<file path="config.mk">
export PLATFORM = sky130hd
export DESIGN_NAME = uart_tx_serializer
export DESIGN_NICKNAME = d
export VERILOG_FILES = /design/src/rtl/uart_pkg.sv /design/src/rtl/uart_baud_tick.sv /design/src/rtl/uart_tx_serializer.sv
export SDC_FILE = /design/constraint.sdc
export NUM_CORES = 1
export LEC_CHECK = 0
export BUFFER_PORTS_ARGS = -buffer_cell sky130_fd_sc_hd__buf_2
export CAP_MARGIN = 20
export CORE_MARGIN = 2
export CORE_UTILIZATION = 45
export DETAILED_ROUTE_END_ITERATION = 10
export MAX_ROUTING_LAYER = met4
export PLACE_DENSITY = 0.73
export SLEW_MARGIN = 20
export SYNTH_ARGS = -nofsm -noshare
export SYNTH_HDL_FRONTEND = slang
export SYNTH_HIERARCHICAL = 1
export SYNTH_SLANG_ARGS = --single-unit
</file>
<file path="constraint.sdc">
create_clock -name i_Clk -period 2.8 [get_ports i_Clk]
set_clock_uncertainty 0.1 [all_clocks]
set_input_delay 0.56 -clock i_Clk [delete_from_list [all_inputs] [get_ports i_Clk]]
set_output_delay 0.56 -clock i_Clk [all_outputs]
set_load 0.01 [all_outputs]
</file>
<file path="src/rtl/uart_pkg.sv">
// Shared types and constants for the UART transmit path.
`timescale 1ns/1ps
package uart_pkg;

    typedef enum logic [2:0] {
        S_IDLE,
        S_START,
        S_DATA,
        S_PARITY,
        S_STOP
    } tx_state_t;

    localparam int PAR_NONE = 0;
    localparam int PAR_ODD  = 1;
    localparam int PAR_EVEN = 2;

    localparam int DEF_CLK_FREQ  = 50_000_000;
    localparam int DEF_BAUD_RATE = 115_200;

    function automatic int clks_per_bit(input int clk_freq, input int baud_rate);
        return clk_freq / baud_rate;
    endfunction

endpackage

</file>
<file path="src/rtl/uart_baud_tick.sv">
// Bit-period counter: ticks for one cycle at count CLKS_PER_BIT-1, restartable.
`timescale 1ns/1ps
module uart_baud_tick #(
    parameter int CLKS_PER_BIT = 16
) (
    input  logic i_Clk,
    input  logic i_Rst,
    input  logic i_restart,
    output logic o_tick
);

    localparam int CW = $clog2(CLKS_PER_BIT);
    localparam logic [CW-1:0] LAST = CW'(CLKS_PER_BIT - 1);

    logic [CW-1:0] count;

    assign o_tick = (count == LAST);

    always_ff @(posedge i_Clk) begin
        if (i_Rst || i_restart || o_tick) begin
            count <= '0;
        end else begin
            count <= count + CW'(1);
        end
    end

endmodule

</file>
<file path="src/rtl/uart_tx_serializer.sv">
// UART transmitter: send/busy handshake, LSB-first frame, optional parity,
// one or two stop bits, registered glitch-free line output.
`timescale 1ns/1ps
module uart_tx_serializer
    import uart_pkg::*;
#(
    parameter int CLK_FREQ  = DEF_CLK_FREQ,
    parameter int BAUD_RATE = DEF_BAUD_RATE,
    parameter int PARITY    = PAR_NONE,
    parameter int STOP_BITS = 1
) (
    input  logic       i_Clk,
    input  logic       i_Rst,
    input  logic [7:0] i_tx_data,
    input  logic       i_send,
    output logic       o_txd,
    output logic       o_txd_busy,
    output logic       o_tx_done
);

    localparam int CLKS_PER_BIT = clks_per_bit(CLK_FREQ, BAUD_RATE);
    localparam logic STOP_LAST = (STOP_BITS == 2);

    if (CLKS_PER_BIT < 2) begin : g_bad_cpb
        $error("CLKS_PER_BIT must be at least 2");
    end
    if (STOP_BITS != 1 && STOP_BITS != 2) begin : g_bad_stop
        $error("STOP_BITS must be 1 or 2");
    end
    if (PARITY < 0 || PARITY > 2) begin : g_bad_par
        $error("PARITY must be 0, 1 or 2");
    end

    tx_state_t  state, state_n;
    logic [7:0] shift, shift_n;
    logic       par_bit, par_n;
    logic [2:0] bit_cnt, bit_cnt_n;
    logic       stop_cnt, stop_cnt_n;
    logic       txd_n, done_n;
    logic       tick, accept;

    assign accept = i_send && !o_txd_busy;

    uart_baud_tick #(
        .CLKS_PER_BIT(CLKS_PER_BIT)
    ) u_baud (
        .i_Clk    (i_Clk),
        .i_Rst    (i_Rst),
        .i_restart(state == S_IDLE),
        .o_tick   (tick)
    );

    always_comb begin
        state_n    = state;
        shift_n    = shift;
        par_n      = par_bit;
        bit_cnt_n  = bit_cnt;
        stop_cnt_n = stop_cnt;
        done_n     = 1'b0;
        unique case (state)
            S_IDLE: begin
                if (accept) begin
                    state_n = S_START;
                    shift_n = i_tx_data;
                    par_n   = (PARITY == PAR_ODD) ? ~^i_tx_data : ^i_tx_data;
                end
            end
            S_START: begin
                if (tick) begin
                    state_n   = S_DATA;
                    bit_cnt_n = '0;
                end
            end
            S_DATA: begin
                if (tick) begin
                    shift_n = shift >> 1;
                    if (bit_cnt == 3'd7) begin
                        bit_cnt_n  = '0;
                        stop_cnt_n = 1'b0;
                        state_n    = (PARITY != PAR_NONE) ? S_PARITY : S_STOP;
                    end else begin
                        bit_cnt_n = bit_cnt + 3'd1;
                    end
                end
            end
            S_PARITY: begin
                if (tick) begin
                    state_n    = S_STOP;
                    stop_cnt_n = 1'b0;
                end
            end
            S_STOP: begin
                if (tick) begin
                    if (stop_cnt == STOP_LAST) begin
                        state_n = S_IDLE;
                        done_n  = 1'b1;
                    end else begin
                        stop_cnt_n = 1'b1;
                    end
                end
            end
            default: state_n = S_IDLE;
        endcase

        // Line level follows the state being entered so it is registered.
        unique case (state_n)
            S_START:  txd_n = 1'b0;
            S_DATA:   txd_n = shift_n[0];
            S_PARITY: txd_n = par_n;
            default:  txd_n = 1'b1;
        endcase
    end

    always_ff @(posedge i_Clk) begin
        if (i_Rst) begin
            state      <= S_IDLE;
            shift      <= '0;
            par_bit    <= 1'b0;
            bit_cnt    <= '0;
            stop_cnt   <= 1'b0;
            o_txd      <= 1'b1;
            o_txd_busy <= 1'b0;
            o_tx_done  <= 1'b0;
        end else begin
            state      <= state_n;
            shift      <= shift_n;
            par_bit    <= par_n;
            bit_cnt    <= bit_cnt_n;
            stop_cnt   <= stop_cnt_n;
            o_txd      <= txd_n;
            o_txd_busy <= (state_n != S_IDLE);
            o_tx_done  <= done_n;
        end
    end

endmodule

</file>
==> reports/metrics.cfg <==
[power]
powerDensity_nw_per_um2=459.9
ir_worst_vdd_mv=0.1914
leakage_nw=0.5021

[grt]
grt_max_degree=21
grt_util_met3=0.03297
grt_first_pass_wirelength_mm=4.360
antenna_found_initial=0
grt_overflow=0
grt_util_met1=0.1970
grt_use_met2=0.2825
grt_pass1_vias=1048
gr-max-usage-layer=met2
grtUsageTotal=0.1682

[clock_network]
clock_latency_ns=0.32
clockBufferDepth=2
htreeDepth=1
holdBufCountCts=0
clk_pin_slew_worst_paths_ns=0.13
tritoncts=built
cts.sink_count=27
ctsResizeCount=0
ctsRootBufferMaster=clkbuf_4
numCtsBuffers=3
post_cts_buffers=0

[critical_path]
critPathSlowestCell=or3_1
endpoint_kind=flop
worstPathCellList=or3_1, nor3_1, buf_4, and4bb_1, nand2b_1, o2111ai_1, a21o_1
critical_path_class=reg -> reg
crit_fanout=11
critPathMaxStageDelay_ns=0.43
r2r_cells=7
r2r_end=o_txd$_SDFF_PP1_
worst_setup_path_start_kind=flop
critPathLaunch=u_baud/count[2]$_SDFF_PP0_
worstPathArrival_ns=2.38
critPathRequiredTime_ns=2.93
rr_startpoint=u_baud/count[2]$_SDFF_PP0_
reg2reg_slack_ns=0.55

[route]
viasPerCell=5.717
drtIter0Drc=46
drtAntennaViolNets=0
detail_route.first_pass.iterations=7
finalWirelength_mm=2.471
drcViolationCount=2
avgRoutedWirePerCell_um=12.94
vias=1092

[sta]
finalSetupViolCount=0
setup_tns_ns=0
period_needed_ns=2.249
max_freq_mhz=444.6
whs_ns=0.3708
hold_violations=0
slew-limit-headroom=0.7294
period_share=0.8033
grt_setup_unrepaired=no
finalMaxSlewViolations=0
worst_slew_pin_slew_ns=0.4050

[logic_synthesis]
syn_area_um2=1345
synth_area_per_cell_um2=8.967
yosysTopAreaCell=dfxtp_1
synth.yosys.seq_area_share=0.4019
synthTopCellsByArea=dfxtp_1 40%, a21oi_1 5.2%, xnor2_1 5.2%
synth-main-ff-cell=dfxtp_1
synth_cell_types=42
synthArstFlopShare=0
syn-num-nets=165
synth-seq-cells=27
synth.top_cell.area_share=0.4019
yosysWarnings=6
syn_inst=150
synth_edf_count=0

[floorplanning]
rows=19
die-area_um2=3442
ios=14
die_h_um=58.67
start_util=0.4795
core-area_um2=2805
die_w_um=58.67

[status]
status=finished with violations
violations=DRC

[hold_path]
hp-start=bit_cnt[2]$_SDFFE_PP0P_
hold_depth=2
hp-class=reg -> reg
hold_end=bit_cnt[2]$_SDFFE_PP0P_

[placed_design]
hpwl_mm=1.870
gp_congestion=0.7832
io_buffers=13

[layout]
finalNetCount=176
drive_gt1_frac=0.1563
area_growth_pct=6.884
antenna_cells=0

[flow_run]
max_cap_violations=0

## per-layer routing
layer | wire [um] | share of wire
met1 | 1130 | 0.46
met2 | 1217 | 0.49
met3 | 105 | 0.042
met4 | 18 | 0.0073
met5 | 0 | 0
## area by class of cell
type	count	area, um^2
repair buffers	14	72.57
inverters	3	11.26
multi-input cells	112	748.2
flip-flops and latches	27	540.5
fillers	275	1368
well taps	31	38.79
clock buffers	4	26.28
## Yosys cell counts (2+ instances only)
cell type and count:
nor2_1 15, inv_1 3, ha_1 4, xor2_1 3, or3_1 5, o21ai_0 4
nand4_1 2, nand3_1 4, xnor2_1 8, nor2b_1 3, buf_2 3, nand2_1 14
a211oi_1 2, a21oi_1 14, and4bb_2 2, nand2b_1 3, clkbuf_1 3, a21oi_2 2
a22oi_1 7, dfxtp_1 27
## logic make-up (layout without fill, tap and decap cells)
family,count (synthesis),in the layout,synth area share
xor+xnor,11,11,0.07163
fa+ha+maj,4,4,0.03721
compound gates,38,38,0.1916
simple gates,58,58,0.2484
buf+inv,11,21,0.04186
mux,1,1,0.007442
flops,27,27,0.4019
## how the worst max path moves through the flow
stage / end / slack, ns / cells after the start
floorplan: o_txd$_SDFF_PP1_ / 0.84 / 7
global placement: o_txd$_SDFF_PP1_ / 0.63 / 7
detailed placement: o_txd$_SDFF_PP1_ / 0.57 / 7
CTS: o_txd$_SDFF_PP1_ / 0.54 / 7
global route: o_txd$_SDFF_PP1_ / 0.41 / 7
finish: o_txd$_SDFF_PP1_ / 0.55 / 7
## stage by stage
step / setup slack, ns / cell area (um^2) / std cells / total power [mW] / util
2_1_floorplan: 0.8361 / 1345 / 150 / 0.4854 / -
3_3_place_gp: 0.6316 / 1411 / 187 / 0.5062 / 0.5031
3_5_place_dp: 0.5660 / 1411 / 187 / 0.5097 / 0.5031
4_1_cts: 0.5412 / 1438 / 191 / 0.6726 / 0.5125
5_1_grt: 0.4108 / 1438 / 191 / 0.7032 / 0.5125
6_report: 0.5508 / 1438 / 191 / 0.6612 / 0.5125
## worst max-delay path: cells and delay by family, from the launching register on
kind	cells	cell delay, ns
buffers and inverters	1	0.19
and+or+nand+nor	4	1.19
AOI/OAI and AO/OA	2	0.29
DFF	1	0.39
## placed cells by master (no fill, tap or decap), types with 3 or more instances in the layout
cell type  instances
ha_1               4
nand3_1            4
dfxtp_1           27
or3_1              5
clkbuf_4           3
a21oi_1           14
buf_2             13
nor2_1            15
xnor2_1            8
o21ai_0            4
xor2_1             3
nor2b_1            3
inv_1              3
a22oi_1            7
nand2b_1           3
nand2_1           14
## sequential cells by signal, summed over array words and instances, names as in the netlist
register / cells
state: 3
o_txd: 1
shift: 8
o_tx_done: 1
bit_cnt: 3
par_bit: 1
u_baud/count: 9
o_txd_busy: 1
## power by group
part | total (mW) | leakage [nW] | internal (mW) | switching [mW]
combinational | 0.0892 | 0.267 | 0.0412 | 0.0480
clock | 0.161 | 0.0150 | 0.0558 | 0.105
sequential | 0.411 | 0.220 | 0.399 | 0.0121
total | 0.661 | 0.502 | 0.496 | 0.165
Power figures use the tool's default switching activity.
